==> config.mk <==
export PLATFORM = sky130hd
export DESIGN_NAME = gf128_reduce
export DESIGN_NICKNAME = d
export VERILOG_FILES = /design/src/rtl/gf128_reduce.sv
export SDC_FILE = /design/constraint.sdc
export NUM_CORES = 1
export LEC_CHECK = 0
export ABC_AREA = 1
export CAP_MARGIN = 20
export CORE_AREA = 2 2 213 215
export DETAILED_ROUTE_END_ITERATION = 8
export DIE_AREA = 0 0 215 217
export GPL_TIMING_DRIVEN = 0
export PLACE_DENSITY = 0.76
export REMOVE_ABC_BUFFERS = 1
export SETUP_SLACK_MARGIN = 0.02
export SLEW_MARGIN = 10
export SYNTH_ARGS = -nofsm -noshare
export SYNTH_HDL_FRONTEND = slang
export SYNTH_SLANG_ARGS = --single-unit
==> constraint.sdc <==
create_clock -name clk -period 17.25 [get_ports clk]
set_input_delay 3.45 -clock clk [delete_from_list [all_inputs] [get_ports clk]]
set_output_delay 3.45 -clock clk [all_outputs]
set_load 0.01 [all_outputs]
==> src/rtl/gf128_reduce.sv <==
// GHASH reduction stage: folds a 256-bit carry-less product modulo
// x^128 + x^7 + x^2 + x + 1, 32 coefficients per cycle, over valid/ready.
module gf128_reduce (
    input  logic         clk,
    input  logic         rst,
    input  logic         clear,
    input  logic         prod_valid,
    output logic         prod_ready,
    input  logic [255:0] prod,
    output logic         res_valid,
    input  logic         res_ready,
    output logic [127:0] res,
    output logic         busy
);

    typedef enum logic [1:0] {
        S_IDLE = 2'd0,
        S_FOLD = 2'd1,
        S_DONE = 2'd2
    } state_t;

    state_t        state_q, state_d;
    logic [255:0]  w_q, w_d;
    logic [1:0]    cnt_q, cnt_d;
    logic [127:0]  res_q, res_d;
    logic [7:0]    chunk_lsb_s;
    logic [6:0]    fold_lsb_s;
    logic [31:0]   chunk_s;
    logic [38:0]   fold_s;
    logic [255:0]  folded_s;

    // x^128 == x^7 + x^2 + x + 1, so a chunk above bit 128 is multiplied by 0x87
    function automatic logic [38:0] mul_by_87(input logic [31:0] c);
        logic [38:0] acc;
        acc = {7'd0, c} ^ {6'd0, c, 1'b0} ^ {5'd0, c, 2'b00} ^ {c, 7'b000_0000};
        return acc;
    endfunction

    assign chunk_lsb_s = {1'b1, cnt_q, 5'd0};
    assign fold_lsb_s  = {cnt_q, 5'd0};
    assign chunk_s     = w_q[chunk_lsb_s +: 32];
    assign fold_s      = mul_by_87(chunk_s);
    assign folded_s    = (w_q & ~({224'd0, 32'hFFFF_FFFF} << chunk_lsb_s))
                       ^ ({217'd0, fold_s} << fold_lsb_s);

    // State, work register, fold counter and result register
    always_ff @(posedge clk or posedge rst) begin
        if (rst) begin
            state_q <= S_IDLE;
            w_q     <= 256'd0;
            cnt_q   <= 2'd0;
            res_q   <= 128'd0;
        end else begin
            state_q <= state_d;
            w_q     <= w_d;
            cnt_q   <= cnt_d;
            res_q   <= res_d;
        end
    end

    // Next-state logic
    always_comb begin
        state_d = state_q;
        if (clear) begin
            state_d = S_IDLE;
        end else begin
            case (state_q)
                S_IDLE: begin
                    if (prod_valid) state_d = S_FOLD;
                    else            state_d = S_IDLE;
                end
                S_FOLD: begin
                    if (cnt_q == 2'd0) state_d = S_DONE;
                    else               state_d = S_FOLD;
                end
                S_DONE: begin
                    if (res_ready) state_d = S_IDLE;
                    else           state_d = S_DONE;
                end
                default: state_d = S_IDLE;
            endcase
        end
    end

    // Datapath next values: load, fold step, result capture
    always_comb begin
        w_d   = w_q;
        cnt_d = cnt_q;
        res_d = res_q;
        if (clear) begin
            w_d   = 256'd0;
            cnt_d = 2'd0;
            res_d = 128'd0;
        end else begin
            case (state_q)
                S_IDLE: begin
                    if (prod_valid) begin
                        w_d   = prod;
                        cnt_d = 2'd3;
                    end else begin
                        w_d   = w_q;
                    end
                end
                S_FOLD: begin
                    w_d = folded_s;
                    if (cnt_q == 2'd0) begin
                        cnt_d = 2'd0;
                        res_d = folded_s[127:0];
                    end else begin
                        cnt_d = cnt_q - 2'd1;
                    end
                end
                default: begin
                    w_d = w_q;
                end
            endcase
        end
    end

    // Output decode from state register
    always_comb begin
        prod_ready = (state_q == S_IDLE) && !clear;
        res_valid  = (state_q == S_DONE);
        busy       = (state_q != S_IDLE);
        res        = res_q;
    end

endmodule

==> flow_summary.toml <==
[outcome]
outcome = "completed"

[synth]
yosysWarnings = 0
synth_compound_area_share_pct = 5.861
synth_top_family_by_area = "simple AND/OR/NAND/NOR gates"
synth_area_mm2 = 0.02192
syn_avg_cell_area_um2 = 7.022
ys_ff_latch = 388
synth_simple_gate_area_share_pct = 39.88
synthDistinctLibCells = 33
synthXorXnorAreaFrac_pct = 0.07990
synthAdderAreaFrac_pct = 0
yosysSeqAreaShare_pct = 44.29
synthMuxAreaShare_pct = 0
synthesis.instances = 3122

[global_routing]
grtUsageMet2_pct = 51.56
track_usage_pct = 32.81
met1_usage_pct = 43.73
use_met3_pct = 5.087
grt_first_pass_wirelength_um = 121600
grt_overflow = 0
busiest_layer = "met2"
grt_max_degree = 114
grt_pass1_vias = 22680
antenna_found_initial = 11

[floorplanning]
ios = 392
die_w_um = 215
die-area_mm2 = 0.04666
initial_utilization_pct = 49.05
core_mm2 = 0.04470
row_count = 78
die_h_um = 217

[final_layout]
final_cell_mix = "nand2_1 (982), nand3_1 (630), clkdlybuf4s50_1 (391)"
multiInputGateArea_mm2 = 0.01011
fillers = 3881
fin_util_pct = 63.16
drive_above_1_share_pct = 6.462
area_growth_syn_to_layout_pct = 28.77
final_common_cell = "nand2_1"
seqCellArea_mm2 = 0.009712
final_nets = 3683

[worst_setup_path]
slowest_delay_ns = 0.60
worst-r2r-setup-slack_ns = 13.44
r2r_cells = 14
r2r_end = "res[48]"
cp.arrival_ns = 4.82
critical_path.slowest_cell = "clkdlybuf4s50_1"
cp-startpoint = "clear"
cp-end-kind = "primary output"
cpMostUsedCell = "clkdlybuf4s50_1"
worstSetupPathType = "primary input to primary output"
r2r_start = "cnt_q[1]"
start_kind = "primary input"
worstPathMaxFanout = 6
worstPathRequired_ns = 13.80
endpoint = "prod_ready"
crit_chain = "clkdlybuf4s50_1 -> nor2_1 -> clkdlybuf4s50_1"

[timing]
period_minus_slack_ns = 8.272
rsz0062_at_grt = "false"
period_share_pct = 47.95
setup_viol = 0
drv_slew = 0
final-hold-violation-count = 0
worst_slew_pin_slew_ns = 0.8973
skew_ns = 0.01646
fin_setup_tns_ns = 0
max_freq_mhz = 120.9
slew-limit-headroom_pct = 40.04

[clock_tree]
cts_hold_buffers = 0
htree_num_levels = 2
post-cts-setup-buffers = 0
cts_resized = 0
clock_sinks = 388
clk_latency_ns = 0.57
path_clk_slew_ns = 0.05
clockRootBuffer = "clkbuf_16"
cts_buffers = 44
cts_tree = "built"
cts_buffer_depth = 3

[power]
ir_worst_vdd_mv = 0.06662
p_int_mw = 1.938
clock_power_share_pct = 31.7
p_leak_nw = 13.94
p_sw_mw = 1.181
p_comb_share_pct = 33.9
seq_power_share_pct = 34.4
power_density_mw_per_mm2 = 110.5
switching_share_pct = 37.87

[route]
avgRoutedWirePerCell_um = 19.21
detail-route-antenna-nets = 0
drtIter0Drc = 2704
viasPerCell = 5.753
drc = 0
first_pass_iters = 7
num_vias = 23360
drt_wl_total_um = 78030

[hold_path]
hp-class = "flop to flop"

[run]
maxCapViolations = 0

[placement]
globalplace.congestion = 0.8619
dp_hpwl_um = 52760
port_buffers = 391
## power groups by stage
stage	clock network (mW)	logic, mW	registers [mW]
2_1_floorplan	0	0.603	1.09
3_3_place_gp	0	0.966	1.09
3_5_place_dp	0	1.03	1.09
4_1_cts	0.997	1.04	1.07
5_1_grt	1.03	1.16	1.08
6_report	0.989	1.06	1.07
## how the worst min path moves through the flow
stage | start | endpoint | slack (ns) | cells after the start
after floorplan | w_q[65] | w_q[65] | 0.48 | 2
after global placement | res[60] | res[60] | 0.46 | 2
after detailed placement | res[90] | res[90] | 0.46 | 2
after CTS | res[83] | res[83] | 0.48 | 2
after global routing | res[110] | res[110] | 0.50 | 2
final | res[83] | res[83] | 0.48 | 2
## Yosys cell counts (all sizes together)
library cell	number	area [um^2]
a211oi	2	15.01
a21oi	7	35.03
and2	1	6.260
buf	80	452.9
clkbuf	91	341.6
clkinv	1	3.750
dfrtp	388	9709
inv	365	1370
nand2	1034	4036
nand3	634	3193
nand3b	2	15.01
nand4	91	600.6
nor2	157	737.0
nor3	31	155.2
o211ai	15	112.6
o21ai	215	1080
o21bai	2	15.01
o22ai	3	18.77
o41ai	1	8.760
xor2	2	17.52
## cells by family after synthesis
kind of cell / Yosys count
xor gates and xnor gates: 2
buffers and inverters: 537
and+or+nand+nor: 1950
AOI/OAI and AO/OA: 245
DFF: 388
## registers in the layout (all words and copies together) (netlist names)
register,count
cnt_q,2
w_q,256
state_q,2
res,128
## stage by stage
stage | total power, mW | area, um^2 | hold slack, ns | setup slack [ns] | cells
after floorplan | 1.692 | 21130 | 0.4784 | 3.016 | 2951
after global placement | 2.058 | 25790 | 0.4613 | -3.473 | 3942
after detailed placement | 2.120 | 26680 | 0.4647 | 8.978 | 3975
after CTS | 3.108 | 28190 | 0.4809 | 8.967 | 4050
after global routing | 3.271 | 28230 | 0.4954 | 8.894 | 4059
final | 3.120 | 28230 | 0.4752 | 8.978 | 4061
## layout make-up
class,count,area share [%]
antenna,10,0.08864
inverter,366,4.964
multi-input combinational,2197,35.80
clock buffer,67,4.813
timing repair buffer,425,16.75
sequential,388,34.40
clock inverter,8,0.5185
tap,600,2.659
## routing by layer
layer | share of wire, % | wire, um | vias to the layer above
met2 | 46 | 35550 | 1300
met3 | 8.4 | 6556 | 263
met5 | 0.029 | 23 | -
li1 | - | - | 10680
met4 | 5.6 | 4359 | 4
met1 | 40 | 31540 | 11120
## critical path, delay by kind of cell
| kind | cells | cell delay (ns) |
|---|---|---|
| AND/OR/NAND/NOR | 1 | 0.21 |
| buffers and inverters | 2 | 1.16 |
(Power assumes the default switching activity.)
